File: src/rtl/alu_pkg.sv
// Shared definitions for the ALU driver: widths, MIPS opcode/funct encodings,
// ALU flag bit positions, FSM states and the instruction classifier.
package alu_pkg;

  localparam int unsigned XLEN   = 32;
  localparam int unsigned REG_AW = 5;
  localparam int unsigned NREGS  = 32;
  localparam int unsigned FLAG_W = 3;

  // ALU flag vector is {zero, less, overflow}
  localparam int unsigned FLAG_ZERO = 2;
  localparam int unsigned FLAG_LESS = 1;
  localparam int unsigned FLAG_OVF  = 0;

  localparam logic [5:0] OP_RTYPE = 6'h00;
  localparam logic [5:0] OP_BEQ   = 6'h04;
  localparam logic [5:0] OP_BNE   = 6'h05;
  localparam logic [5:0] OP_ADDI  = 6'h08;
  localparam logic [5:0] OP_ADDIU = 6'h09;
  localparam logic [5:0] OP_SLTI  = 6'h0a;
  localparam logic [5:0] OP_SLTIU = 6'h0b;
  localparam logic [5:0] OP_ANDI  = 6'h0c;
  localparam logic [5:0] OP_ORI   = 6'h0d;
  localparam logic [5:0] OP_XORI  = 6'h0e;

  localparam logic [5:0] FN_SLL  = 6'h00;
  localparam logic [5:0] FN_SRL  = 6'h02;
  localparam logic [5:0] FN_SRA  = 6'h03;
  localparam logic [5:0] FN_SLLV = 6'h04;
  localparam logic [5:0] FN_SRLV = 6'h06;
  localparam logic [5:0] FN_SRAV = 6'h07;
  localparam logic [5:0] FN_ADD  = 6'h20;
  localparam logic [5:0] FN_ADDU = 6'h21;
  localparam logic [5:0] FN_SUB  = 6'h22;
  localparam logic [5:0] FN_SUBU = 6'h23;
  localparam logic [5:0] FN_AND  = 6'h24;
  localparam logic [5:0] FN_OR   = 6'h25;
  localparam logic [5:0] FN_XOR  = 6'h26;
  localparam logic [5:0] FN_NOR  = 6'h27;
  localparam logic [5:0] FN_SLT  = 6'h2a;
  localparam logic [5:0] FN_SLTU = 6'h2b;

  typedef enum logic [1:0] {ST_IDLE, ST_READ, ST_EXEC, ST_WB} state_t;

  // What the writeback stage does with an instruction
  typedef enum logic [2:0] {
    K_WR_RD, K_WR_RT, K_SLT_RD, K_SLT_RT, K_BEQ, K_BNE, K_ILLEGAL
  } op_kind_t;

  typedef struct packed {
    op_kind_t kind;
    logic     trap;   // overflow raises an exception (add, sub, addi)
  } dec_t;

  function automatic dec_t decode(input logic [5:0] op, input logic [5:0] fn);
    dec_t d;
    d.kind = K_ILLEGAL;
    d.trap = 1'b0;
    case (op)
      OP_RTYPE: begin
        case (fn)
          FN_ADD, FN_SUB: begin
            d.kind = K_WR_RD;
            d.trap = 1'b1;
          end
          FN_ADDU, FN_SUBU, FN_AND, FN_OR, FN_XOR, FN_NOR,
          FN_SLL, FN_SLLV, FN_SRL, FN_SRLV, FN_SRA, FN_SRAV: d.kind = K_WR_RD;
          FN_SLT, FN_SLTU: d.kind = K_SLT_RD;
          default: d.kind = K_ILLEGAL;
        endcase
      end
      OP_ADDI: begin
        d.kind = K_WR_RT;
        d.trap = 1'b1;
      end
      OP_ADDIU, OP_ANDI, OP_ORI, OP_XORI: d.kind = K_WR_RT;
      OP_SLTI, OP_SLTIU: d.kind = K_SLT_RT;
      OP_BEQ: d.kind = K_BEQ;
      OP_BNE: d.kind = K_BNE;
      default: d.kind = K_ILLEGAL;
    endcase
    return d;
  endfunction

endpackage

File: src/rtl/alu_regfile.sv
// 32x32 register file: one write port, two combinational read ports and a
// combinational debug read port. Register 0 is never written, so reads as 0.
// Ports: clk/reset, we/waddr/wdata write port, ra_*/rb_* read ports,
// dbg_addr/dbg_data debug port.
module alu_regfile
  import alu_pkg::*;
(
  input  logic              clk,
  input  logic              reset,
  input  logic              we,
  input  logic [REG_AW-1:0] waddr,
  input  logic [XLEN-1:0]   wdata,
  input  logic [REG_AW-1:0] ra_addr,
  output logic [XLEN-1:0]   ra_data,
  input  logic [REG_AW-1:0] rb_addr,
  output logic [XLEN-1:0]   rb_data,
  input  logic [REG_AW-1:0] dbg_addr,
  output logic [XLEN-1:0]   dbg_data
);

  logic [XLEN-1:0] mem [NREGS];

  // Storage with full clear on reset
  always_ff @(posedge clk or posedge reset) begin
    if (reset) begin
      for (int i = 0; i < int'(NREGS); i++) mem[i] <= '0;
    end else if (we && (waddr != '0)) begin
      mem[waddr] <= wdata;
    end
  end

  assign ra_data  = mem[ra_addr];
  assign rb_data  = mem[rb_addr];
  assign dbg_data = mem[dbg_addr];

endmodule

File: src/rtl/alu_driver.sv
// Sequences one MIPS instruction at a time through an external combinational
// ALU: IDLE accepts, READ fetches operands, EXEC captures the ALU response,
// WB writes back and pulses done.
// Ports: clk/reset; in_valid/in_ready/in_instr instruction handshake;
// alu_instruction/alu_regA/alu_regB drive the ALU, alu_result/alu_flags
// return from it; done + done_taken/done_ovf/done_illegal report completion;
// dbg_addr/dbg_data read the register file.
module alu_driver
  import alu_pkg::*;
#(
  parameter bit DBG_EN = 1'b1
) (
  input  logic              clk,
  input  logic              reset,
  input  logic              in_valid,
  output logic              in_ready,
  input  logic [XLEN-1:0]   in_instr,
  output logic [XLEN-1:0]   alu_instruction,
  output logic [XLEN-1:0]   alu_regA,
  output logic [XLEN-1:0]   alu_regB,
  input  logic [XLEN-1:0]   alu_result,
  input  logic [FLAG_W-1:0] alu_flags,
  output logic              done,
  output logic              done_taken,
  output logic              done_ovf,
  output logic              done_illegal,
  input  logic [REG_AW-1:0] dbg_addr,
  output logic [XLEN-1:0]   dbg_data
);

  state_t          state;
  logic [XLEN-1:0] instr_q;
  logic [XLEN-1:0] res_q;
  logic            less_q;
  logic            ovf_q;

  logic [XLEN-1:0]   rd_a;
  logic [XLEN-1:0]   rd_b;
  logic [XLEN-1:0]   rf_dbg;
  dec_t              dec_c;
  logic              we_c;
  logic [REG_AW-1:0] waddr_c;
  logic [XLEN-1:0]   wdata_c;

  assign dec_c = decode(instr_q[31:26], instr_q[5:0]);

  alu_regfile u_rf (
    .clk      (clk),
    .reset    (reset),
    .we       (we_c),
    .waddr    (waddr_c),
    .wdata    (wdata_c),
    .ra_addr  (instr_q[25:21]),
    .ra_data  (rd_a),
    .rb_addr  (instr_q[20:16]),
    .rb_data  (rd_b),
    .dbg_addr (dbg_addr),
    .dbg_data (rf_dbg)
  );

  assign dbg_data = DBG_EN ? rf_dbg : '0;

  // Writeback select; a trapping overflow suppresses the write
  always_comb begin
    we_c    = 1'b0;
    waddr_c = instr_q[15:11];
    wdata_c = res_q;
    if (state == ST_WB) begin
      case (dec_c.kind)
        K_WR_RD: we_c = !(dec_c.trap && ovf_q);
        K_WR_RT: begin
          waddr_c = instr_q[20:16];
          we_c    = !(dec_c.trap && ovf_q);
        end
        K_SLT_RD: begin
          wdata_c = {(XLEN-1)'(0), less_q};
          we_c    = 1'b1;
        end
        K_SLT_RT: begin
          waddr_c = instr_q[20:16];
          wdata_c = {(XLEN-1)'(0), less_q};
          we_c    = 1'b1;
        end
        default: we_c = 1'b0;
      endcase
    end
  end

  // Control FSM; done_* are loaded together with done so they are valid
  // exactly during the WB cycle and cleared otherwise.
  always_ff @(posedge clk or posedge reset) begin
    if (reset) begin
      state           <= ST_IDLE;
      in_ready        <= 1'b1;
      instr_q         <= '0;
      alu_instruction <= '0;
      alu_regA        <= '0;
      alu_regB        <= '0;
      res_q           <= '0;
      less_q          <= 1'b0;
      ovf_q           <= 1'b0;
      done            <= 1'b0;
      done_taken      <= 1'b0;
      done_ovf        <= 1'b0;
      done_illegal    <= 1'b0;
    end else begin
      done         <= 1'b0;
      done_taken   <= 1'b0;
      done_ovf     <= 1'b0;
      done_illegal <= 1'b0;
      case (state)
        ST_IDLE: begin
          if (in_valid) begin
            instr_q  <= in_instr;
            in_ready <= 1'b0;
            state    <= ST_READ;
          end
        end
        ST_READ: begin
          alu_regA        <= rd_a;
          alu_regB        <= rd_b;
          // ALU addresses its operands as registers 0 (A) and 1 (B)
          alu_instruction <= {instr_q[31:26], 5'd0, 5'd1, instr_q[15:0]};
          state           <= ST_EXEC;
        end
        ST_EXEC: begin
          res_q        <= alu_result;
          less_q       <= alu_flags[FLAG_LESS];
          ovf_q        <= alu_flags[FLAG_OVF];
          done         <= 1'b1;
          done_ovf     <= dec_c.trap && alu_flags[FLAG_OVF];
          done_illegal <= (dec_c.kind == K_ILLEGAL);
          done_taken   <= ((dec_c.kind == K_BEQ) &&  alu_flags[FLAG_ZERO]) ||
                          ((dec_c.kind == K_BNE) && !alu_flags[FLAG_ZERO]);
          state        <= ST_WB;
        end
        ST_WB: begin
          in_ready <= 1'b1;
          state    <= ST_IDLE;
        end
        default: begin
          in_ready <= 1'b1;
          state    <= ST_IDLE;
        end
      endcase
    end
  end

endmodule

File: config.mk
export PLATFORM = sky130hd
export DESIGN_NAME = alu_driver
export DESIGN_NICKNAME = d
export VERILOG_FILES = /design/src/rtl/alu_pkg.sv /design/src/rtl/alu_regfile.sv /design/src/rtl/alu_driver.sv
export SDC_FILE = /design/constraint.sdc
export NUM_CORES = 2
export LEC_CHECK = 0
export ABC_AREA = 1
export CELL_PAD_IN_SITES_DETAIL_PLACEMENT = 0
export CELL_PAD_IN_SITES_GLOBAL_PLACEMENT = 1
export CORE_MARGIN = 1
export CORE_UTILIZATION = 41
export DETAILED_ROUTE_END_ITERATION = 7
export PLACE_DENSITY_LB_ADDON = 0.08
export SYNTH_ARGS = -nofsm -noshare
export SYNTH_HDL_FRONTEND = slang
export SYNTH_SLANG_ARGS = --single-unit
File: constraint.sdc
create_clock -name clk -period 35.6 [get_ports clk]
set_input_delay 3.56 -clock clk [delete_from_list [all_inputs] [get_ports clk]]
set_output_delay 3.56 -clock clk [all_outputs]
set_load 0.02 [all_outputs]
# After elaboration in Yosys (flattened, before gate mapping)
# Index checks and enable logic that the tools add are counted.
# word_totals
ram_bits,0
rom_bits,0
output_inout_bits,133
latchBits,0
regBits,1184
mem_count,0
input_bits,75
elab_cells,143
# op_classes
mux,30
div,0
n_addsub,0
bitwise,4
magnitude_cmp,5
shift,0
n_eq_ne,34
mul,0
n_reduce_logical,25
# ops
op,count
$bwmux 1024,1
$bmux 32 s5,3
$mux 32,9
$demux 32 s5,1
$eq 6x6->1 const B,10
$eq 6x4->1 const B,7
$eq 6x3->1 const B,5
$ge 6x6->1 const B,4
$not 5->6,4
$pmux 3 s5,1
$reduce_or 14->1,1
$eq 6x2->1 const B,2
$logic_not 6->1,2
$reduce_or 2->1,6
$mux 5,2
$eq 3x3->1 const B,3
$pmux 2 s4,1
$mux 1,7
$eq 3x2->1 const B,2
$logic_and 1x1->1,6
$lt 6x1->1 const B,1
$pmux 1 s2,3
$pmux 3 s2,1
$reduce_bool 5->1,1
12 further kinds,15

# Longest topological paths before layout
# depth
word_depth,14
depth_mapped,14
mapped_depth_nobuf,11

# Cells and area by module
# From an unflattened synthesis, not the netlist that was laid out.
# hier_totals
hier_cells,11466
area_unflattened_um2,73086.3
# by_module_without_submodules
module,seq_area_each_um2,instances,cells_per_inst,area_each_um2
alu_regfile,25624.6,1,10703,66548.8
alu_driver,4005.1,1,763,6537.5

# Worst setup path before layout
# Ideal clock, no wire load.
# synth_path
path_type,input port to output port
from,input port dbg_addr[1]
to,output port dbg_data[25]
t_arrival_ns,5.066
setup_slack_ns,26.974
n_path_buf,4
stages,9
required_ns,32.040
cell_sequence,clkbuf_1 -> clkbuf_1 -> buf_1 -> clkbuf_1 -> o221ai_1 -> nand3_1 -> nand2_1 -> nand2_1 -> nand2_1
# synth_via
elab_chain_cells,4
# synth_rtl
item,line_no,source
start: declaration,alu_driver.sv:27,"input logic [REG_AW-1:0] dbg_addr,"
$not 5->6 (not written as such),alu_regfile.sv:34,assign dbg_data = mem[dbg_addr];
$bmux 32 s5,alu_regfile.sv:34,
$mux 32 (not written as such) (2 in series),alu_regfile.sv:34,
end: declaration,alu_driver.sv:28,output logic [XLEN-1:0] dbg_data
# No other way between the ends. The select of a mux whose other input is x is not followed.

# Final worst setup path
# layout_path
from,input port dbg_addr[1]
to,output port dbg_data[15]
# Same word-level chain as after synthesis.

==> summary.md <==
| Metric | Value |
|---|---|
| Status | `finished, final reports clean` |
| Unique masters post-synth | `32` |
| Seq cells post-synth | `1184` |
| Post-CTS Repair Setup Buffers | `0` |
| DR iter-0 viols | `about 14000` |
| Total grt overflow | `0` |
| DRC viols | `0` |
| CTS Root Cell | `clkbuf_16` |
| Post_cts resized | `0` |
| Fmax | `about 82 MHz` |
| Unrepaired setup endpoints after global routing | `no` |
| Worst setup path class | `input pin to output port` |
| Part of the Yosys area used for sequential elements | `0.398` |
| Number of global-route vias before repair | `~75000` |
| Layout Skew | `approximately 0.026 ns` |
| Most common cell after layout, fill and taps aside | `nand2_1` |
| Measured slew at the worst slew-check pin | `roughly 1.3 ns` |
| Total CTS buffers | `between 100 and 150` |
| Post-DP HPWL | `between 150 and 200 mm` |
| DR WL/cell | `approximately 27 um` |
| Hold Vio Cnt, Final | `0` |
| CTS tree | `yes` |
| Setup TNS | `0 ns` |
| Post-synthesis cell count | `about 12000` |
| CTS Hold Bufs | `0` |
| H-tree depth | `4` |
| Via density | `6.05` |
| CTS Sinks | `about 1200` |
| Proportion of layout cells with a drive suffix above 1 | `0.0502` |
| Yosys warning count | `0` |
| Clock latency on the worst-skew pair | `just over 0.8 ns` |
| Routed vias | `just over 80000` |
| Routed WL | `roughly 370 mm` |
| PortBufs | `a little under 200` |
| Power per cell area | `92.2 mW/mm^2` |
| Slew Limit Headroom | `0.157` |
| Max-slew violation count | `0` |
| Final setup fails | `0` |
| Max IR drop VDD | `approximately 0.054 mV` |
| Most frequent cells in the layout | `5467 x nand2_1, 1671 x nand3_1, 1173 x dfrtp_1` |
| Clock tree buffer depth | `3` |
| CP arrival | `8.70 ns` |
| Max-cap violations | `0` |
| Required time of the critical path | `around 32 ns` |
| DIE AREA | `between 0.15 and 0.2 sq mm` |
| Largest net degree at the start of global routing | `about 180` |
| CP startpoint kind | `input pin` |
| Leakage power | `0.0400 uW` |
| Core footprint | `approximately 0.18 sq mm` |
| Worst min path class | `flip-flop to flip-flop` |
| Antenna-violating nets left | `0` |
| Post-Layout Cell Count | `approximately 14000` |
| Fin crit share | `0.344` |
| Die H | `428 um` |
| Placed Cells | `~13000` |
| DRT Pass-1 Iters | `7` |
| IO Pins | `roughly 210` |
| Initial Utilization | `0.412` |
| Post-synthesis cell area | `0.0744 sq mm` |
| Fillcell total | `~19000` |
| CP Capture Type | `output port` |
| First-pass GRT wire length | `around 540 mm` |
| Routability congestion estimate | `approximately 0.9` |
| Area growth syn-to-layout | `10.3%` |
| Min Clock Period, post-route | `approximately 12 ns` |
| Nets | `11203` |
| Core Util, Final | `0.455` |
| Post-Syn Area per Cell | `around 6.4 sq um` |
| Crit-path max FO | `120` |
| # rows | `around 160` |
| Clk pin slew, worst setup/hold paths | `roughly 0.06 ns` |
| Total GRT Usage | `0.394` |
| Initial antenna violation count | `10` |
| Die width | `428 um` |
## per-layer routing
layer / global-route usage / vias up / wire (um)
met1: 0.537 / 39179 / 149000
met3: 0.101 / 1071 / 45500
met5: 0 / - / 8
met2: 0.574 / 5629 / 155000
li1: - / 36482 / -
met4: 0.205 / 2 / 21400
## cell type report
class	count	area, sq um	area share
clock inverters	39	488	0.00595
diodes	1	2.50	0.0000305
flip-flops and latches	1184	29700	0.361
inverters	234	940	0.0115
clock buffers	219	4420	0.0539
well taps	2370	2970	0.0361
multi-input cells	9166	40000	0.488
repair buffers	391	3560	0.0434
## logic make-up after synthesis
family / count (synthesis) / synth area share
and+or+nand+nor: 7673 / 0.417
AOI/OAI and AO/OA: 1479 / 0.114
buffers and inverters: 1267 / 0.0696
DFF: 1184 / 0.398
adders and majority gates: 4 / 0.000673
xor gates and xnor gates: 1 / 0.000118
other: 1 / 0.0000504
## synthesized netlist by cell type
master    number  area share
nor2_4         2     0.00030
a22oi_1        1     0.00010
nor2_2        25      0.0021
nand2_1     5494        0.28
nor3_1         2     0.00013
dfrtp_1     1183        0.40
conb_1         1    0.000050
nand2_2        5     0.00042
a32oi_1        5     0.00059
clkinv_1       5     0.00025
buf_1        107      0.0054
nor2_1       458       0.023
o21ai_0      635       0.043
a21oi_1      491       0.033
or2_2          1    0.000084
nand3_1     1671        0.11
clkbuf_1     649       0.033
a21oi_2        4     0.00047
ha_1           4     0.00067
buf_4         30      0.0030
xnor2_1        1     0.00012
nand4_1        7     0.00059
nand3_4        1     0.00024
dfstp_2        1     0.00035
inv_2          7     0.00035
nand3_2        7     0.00094
inv_1        222       0.011
o211ai_1       2     0.00020
o21bai_1      95      0.0096
o221ai_1     153       0.018
buf_2        247       0.017
a211oi_1      93      0.0094
## path summary, 6_finish.rpt
check / from / slack (ns) / cells past startpoint / end
max in group asynchronous: reset / 27.06 / 8 / instr_q[18]
min in group asynchronous: reset / 3.30 / 2 / alu_regA[25]
max: dbg_addr[1] / 23.34 / 11 / dbg_data[15]
min: u_rf.mem[997] / 0.37 / 0 / u_rf.mem[997]
max reg2reg: instr_q[16] / 30.65 / 12 / alu_regB[27]
min reg2reg: u_rf.mem[997] / 0.37 / 0 / u_rf.mem[997]
## sequential cells by signal, indices dropped and copies added (netlist names)
register and cells:
done 1, res_q 32, in_ready 1, u_rf.mem 1024, alu_instruction 23, less_q 1, alu_regA 32, alu_regB 32
ovf_q 1, state 2, done_taken 1, done_illegal 1, done_ovf 1, instr_q 32
## stage by stage
step	worst slack, ns	hold slack, ns	cell area [sq um]	total power (uW)
detailed placement	23.63	0.366	77200	5830
finish	23.34	0.375	82100	7570
CTS	23.60	0.378	82100	7420
global placement	23.62	0.365	77200	5800
floorplan	15.69	0.429	74500	4370
global route	23.23	0.383	82100	7910
## worst max-delay path: stages
cell and delay, ns:
buf_8 0.58, buf_4 0.91, buf_4 0.82, buf_4 0.77, o21ai_0 0.19, o221ai_1 0.21, nand3_1 0.10, nand2_1 0.20
nand2_1 0.13, nand2_1 0.28, clkdlybuf4s50_1 0.66
## power breakdown
part	internal (uW)	total (uW)	switching, uW	leakage (uW)
clock	934	1580	644	0.00243
combinational	955	3740	2780	0.0215
sequential	1770	2250	485	0.0161
No activity file was read; power rests on OpenSTA's default activity.
